===== config.mk =====
export PLATFORM = sky130hd
export DESIGN_NAME = ld_reg_arbiter
export DESIGN_NICKNAME = d
export VERILOG_FILES = /design/src/rtl/ld_reg_arbiter_pkg.sv /design/src/rtl/ld_reg_arbiter_rr_pick.sv /design/src/rtl/ld_reg_arbiter.sv
export SDC_FILE = /design/constraint.sdc
export NUM_CORES = 1
export LEC_CHECK = 0
export CAP_MARGIN = 25
export CORE_UTILIZATION = 34
export CTS_BUF_LIST = sky130_fd_sc_hd__clkbuf_4
export CTS_CLUSTER_SIZE = 25
export DETAILED_ROUTE_END_ITERATION = 8
export PLACE_DENSITY = 0.7
export SLEW_MARGIN = 20
export SYNTH_ARGS = -nofsm -noshare
export SYNTH_HDL_FRONTEND = slang
export SYNTH_HIERARCHICAL = 1
export SYNTH_SLANG_ARGS = --single-unit

===== constraint.sdc =====
create_clock -name clk -period 2.7 [get_ports clk]
set_input_delay 0.81 -clock clk [delete_from_list [all_inputs] [get_ports clk]]
set_output_delay 0.81 -clock clk [all_outputs]
set_load 0.005 [all_outputs]

===== src/rtl/ld_reg_arbiter_pkg.sv =====
// rtl/ld_reg_arbiter_pkg.sv - shared FSM encoding, default widths and one-hot helper
package ld_reg_arbiter_pkg;

    localparam logic [0:0] ST_IDLE = 1'b0;
    localparam logic [0:0] ST_LOAD = 1'b1;

    localparam int LD_DW = 16;
    localparam int LD_AW = 3;

    // Indices at or beyond width give an all-zero vector.
    function automatic logic [31:0] onehot(input int unsigned idx, input int unsigned width);
        onehot = '0;
        if (idx < width && idx < 32)
            onehot = 32'd1 << idx[4:0];
    endfunction

endpackage


===== src/rtl/ld_reg_arbiter_rr_pick.sv =====
// rtl/ld_reg_arbiter_rr_pick.sv - round-robin winner pick, combinational
module ld_reg_arbiter_rr_pick #(
    parameter int NREQ = 4,
    parameter int PW   = 2
) (
    input  logic [NREQ-1:0] req,
    input  logic [PW-1:0]   ptr,
    output logic [PW-1:0]   winner,
    output logic            any_req
);

    logic [2*NREQ-1:0] dbl;
    logic [2*NREQ-1:0] masked;

    // Lower copy masked below ptr, upper copy unmasked, so the lowest set bit wraps.
    always_comb begin
        dbl    = {req, req};
        masked = '0;
        for (int i = 0; i < 2*NREQ; i++)
            masked[i] = (i >= int'(ptr)) ? dbl[i] : 1'b0;
        winner = '0;
        for (int i = 2*NREQ-1; i >= 0; i--)
            if (masked[i])
                winner = PW'(i % NREQ);
    end

    assign any_req = |req;

endmodule


===== src/rtl/ld_reg_arbiter.sv =====
// rtl/ld_reg_arbiter.sv - round-robin write arbiter driving a loadable register bank
module ld_reg_arbiter
    import ld_reg_arbiter_pkg::*;
#(
    parameter int NREQ = 4,
    parameter int NREG = 8,
    parameter int AW   = LD_AW,
    parameter int DW   = LD_DW
) (
    input  logic               clk,
    input  logic               reset,
    input  logic [NREQ-1:0]    req,
    input  logic [NREQ*AW-1:0] req_addr,
    input  logic [NREQ*DW-1:0] req_data,
    output logic [NREQ-1:0]    gnt,
    output logic [NREG-1:0]    ld,
    output logic [DW-1:0]      wr_data,
    output logic               busy,
    output logic               err
);

    localparam int PW = (NREQ > 1) ? $clog2(NREQ) : 1;

    logic [0:0]    state;
    logic [PW-1:0] ptr;
    logic [PW-1:0] win_q;
    logic [PW-1:0] pick;
    logic          any_req;
    logic [AW-1:0] sel_addr;
    logic [DW-1:0] sel_data;

    ld_reg_arbiter_rr_pick #(
        .NREQ (NREQ),
        .PW   (PW)
    ) u_rr_pick (
        .req     (req),
        .ptr     (ptr),
        .winner  (pick),
        .any_req (any_req)
    );

    always_comb begin
        sel_addr = '0;
        sel_data = '0;
        for (int i = 0; i < NREQ; i++) begin
            if (pick == PW'(i)) begin
                sel_addr = req_addr[i*AW +: AW];
                sel_data = req_data[i*DW +: DW];
            end
        end
    end

    always_ff @(posedge clk or posedge reset) begin
        if (reset) begin
            state   <= ST_IDLE;
            ptr     <= '0;
            win_q   <= '0;
            gnt     <= '0;
            ld      <= '0;
            wr_data <= '0;
            busy    <= 1'b0;
            err     <= 1'b0;
        end else begin
            case (state)
                ST_IDLE: begin
                    if (any_req) begin
                        state   <= ST_LOAD;
                        busy    <= 1'b1;
                        win_q   <= pick;
                        wr_data <= sel_data;
                        gnt     <= NREQ'(onehot(32'(pick), NREQ));
                        // An address outside the bank is flagged instead of strobed.
                        if (32'(sel_addr) < NREG) begin
                            ld  <= NREG'(onehot(32'(sel_addr), NREG));
                            err <= 1'b0;
                        end else begin
                            ld  <= '0;
                            err <= 1'b1;
                        end
                    end
                end
                default: begin
                    state <= ST_IDLE;
                    busy  <= 1'b0;
                    gnt   <= '0;
                    ld    <= '0;
                    err   <= 1'b0;
                    ptr   <= (win_q == PW'(NREQ-1)) ? '0 : win_q + 1'b1;
                end
            endcase
        end
    end

endmodule


==> out/qor.yml <==
outcome:
  outcome: "finished clean"
cts:
  cts_root_buf: "clkbuf_4"
  htree_num_levels: 2
  postCtsHoldBufs: 0
  clk_pin_slew_worst_paths_ns: 0.10
  cts_tree: "built"
  clockBufferDepth: 2
  clock_latency_ns: 0.34
  cts_sinks: 34
  cts_made_buffers: 5
sta:
  tightestPinTransition_ns: 0.538
  setup_viol: 0
  relSlewSlack_pct: 64.1
  clock_skew_ns: 0.00376
  hold_ws_ns: 0.480
  final.min_clock_period_ns: 2.63
  slew_viol_final: 0
  fin_crit_sh_pct: 97.6
  fmax_mhz: 380
  hold_viol_final: 0
synthesis:
  syn_area_um2: 1930
  synthDistinctLibCells: 29
  synthCells: 173
  yosys_warnings: 6
  ys_seq_area_share_pct: 44.2
  ys_ff_latch: 34
  syn-num-nets: 256
  avgSynthCellArea_um2: 11.1
route:
  firstDrtPassIters: 4
  viasPerCell: 4.74
  ant_nets: 0
  wl_per_cell_um: 13.0
  vias: 1734
  wirelength_um: 4750
  drc: 0
  drt_iter0_drc: 44
worst_setup_path:
  crit_path_max_incr_delay_ns: 0.57
  critPathMaxFanout: 5
  end_kind: "register"
  cp-start-kind: "input pin"
  crit_type: "in2reg"
  crit_slowest_cell: "mux4_2"
  cp.required_ns: 2.95
  arrival_ns: 2.88
  crit_chain: "clkdlybuf4s50_1 > inv_1 > a22o_1 > a211oi_4 > buf_4 > mux4_2 > nand2b_4 > o32ai_2"
cells_and_area:
  diodes: 0
  fin_nets: 376
  drive_gt1_share_pct: 18.4
  fin_cells: 366
  layout_commonest_cell: "clkdlybuf4s50_1"
  area_growth_pct: 70.2
  final_cell_mix: "110 x clkdlybuf4s50_1, 51 x nand2_1, 34 x dfrtp_1, 19 x mux4_2, 15 x buf_4"
  final_util_pct: 59.9
job:
  cap_violations: 0
power_and_ir_drop:
  peakVddDrop_uv: 359
  power.static_leakage_nw: 1.38
  power.density_nw_per_um2: 763
min_path:
  min_path_type: "reg2reg"
floorplan:
  die_h_um: 77.3
  die_w_um: 77.3
  die_area_um2: 5970
  ios: 112
  core.rowCount: 27
  start_util_pct: 35.2
  core-area_um2: 5470
place:
  placed_cells: 356
  gp_congestion: 0.718
  post-dp-hpwl_um: 3690
  port_buffers: 110
global_route:
  grt_max_degree: 35
  antenna_found_initial: 0
  first_global_vias: 1728
  overflow: 0
  grt_pass1_wl_um: 7990
  grt_use_total_pct: 17.1
worst max-delay path: cells and delay by family:
family | cells | cell delay, ns
buf+inv | 3 | 0.68
mux | 1 | 0.57
simple gates | 1 | 0.18
compound gates | 3 | 0.64
metrics by stage:
stage | setup slack (ns) | power [mW] | setup TNS (ns) | cell area, um2
after global placement | -0.334 | 2.21 | -7.33 | 3210
after detailed placement | -0.369 | 2.23 | -7.61 | 3210
after floorplan | 0.254 | 1.56 | 0 | 1930
final | 0.0656 | 2.50 | 0 | 3280
after CTS | 0.00413 | 2.52 | 0 | 3260
after global routing | -0.00905 | 2.70 | -0.00905 | 3280
timing repair:
item / in CTS / in global routing
gates resized for setup: 0 / 1
setup buffers: 0 / 2
setup endpoints to repair: 0 / 23
metal layers:
| layer | vias to the layer above | wire length, um | share of wire [%] | global-route usage, % |
|---|---|---|---|---|
| met4 | 0 | 74 | 1.6 | 6.23 |
| met3 | 6 | 316 | 6.7 | 5.24 |
| li1 | 847 | - | - | - |
| met1 | 816 | 1820 | 38 | 19.0 |
| met5 | - | 0 | 0 | 0 |
| met2 | 65 | 2540 | 53 | 30.5 |
flip-flops by register name, indices dropped and copies added, names as in the netlist:
| register | cells |
|---|---|
| wr_data | 16 |
| busy | 1 |
| gnt | 4 |
| win_q | 2 |
| ld | 8 |
| state | 1 |
| ptr | 2 |
kinds of logic (layout without fill, tap and decap cells):
logic type / count (synthesis) / in the layout / share of synthesized area (%)
AND/OR/NAND/NOR: 73 / 73 / 17.1
adder cells (fa/ha/maj): 1 / 1 / 0.649
AO/OA/AOI/OAI: 17 / 17 / 7.47
multiplexers: 24 / 24 / 25.1
buffers and inverters: 23 / 144 / 5.39
other: 1 / 1 / 0.195
flip-flops: 34 / 34 / 44.2
power by group:
| part | internal (mW) | leakage, nW | switching [mW] |
|---|---|---|---|
| combinational | 0.876 | 0.919 | 0.518 |
| clock | 0.108 | 0.0331 | 0.169 |
| sequential | 0.702 | 0.430 | 0.131 |
final timing paths:
kind | from | to | slack (ns) | cells after the start
worst max-delay path | req[3] | ld[1]$_DFFE_PP0P_ | 0.07 | 8
worst min-delay path | wr_data[15]$_DFFE_PP0P_ | wr_data[15]$_DFFE_PP0P_ | 0.48 | 2
worst max register to register | ptr[0]$_DFFE_PP0P_ | ld[1]$_DFFE_PP0P_ | 0.53 | 7
worst min register to register | wr_data[15]$_DFFE_PP0P_ | wr_data[15]$_DFFE_PP0P_ | 0.48 | 2
max in group asynchronous | reset | ld[1]$_DFFE_PP0P_ | 1.53 | 3
min in group asynchronous | reset | wr_data[4]$_DFFE_PP0P_ | 0.85 | 3
final cells by class:
type | instances | area [um2]
clock buffer | 6 | 45.0
sequential | 34 | 851
clock inverter | 2 | 8.76
timing repair buffer | 127 | 1250
inverter | 9 | 33.8
tap | 72 | 90.1
fill | 514 | 2190
multi-input combinational | 116 | 997
synthesized netlist by cell type, drive strengths merged:
| library cell | count | area [um2] |
|---|---|---|
| a211oi | 2 | 20.0 |
| a22o | 1 | 8.76 |
| buf | 8 | 47.5 |
| conb | 1 | 3.75 |
| or4 | 1 | 7.51 |
| nor2 | 5 | 18.8 |
| nand2 | 51 | 191 |
| a21oi | 5 | 25.0 |
| nand3 | 2 | 10.0 |
| o21ai | 1 | 5.00 |
| dfrtp | 34 | 851 |
| nand3b | 2 | 15.0 |
| clkbuf | 6 | 22.5 |
| o32ai | 7 | 68.8 |
| inv | 9 | 33.8 |
| mux2i | 1 | 10.0 |
| nor3b | 1 | 7.51 |
| or3b | 1 | 8.76 |
| ha | 1 | 12.5 |
| mux2 | 4 | 45.0 |
| nand2b | 10 | 70.1 |
| o41ai | 1 | 16.3 |
| mux4 | 19 | 428 |
Note: power is estimated with default switching activity, not from simulation.
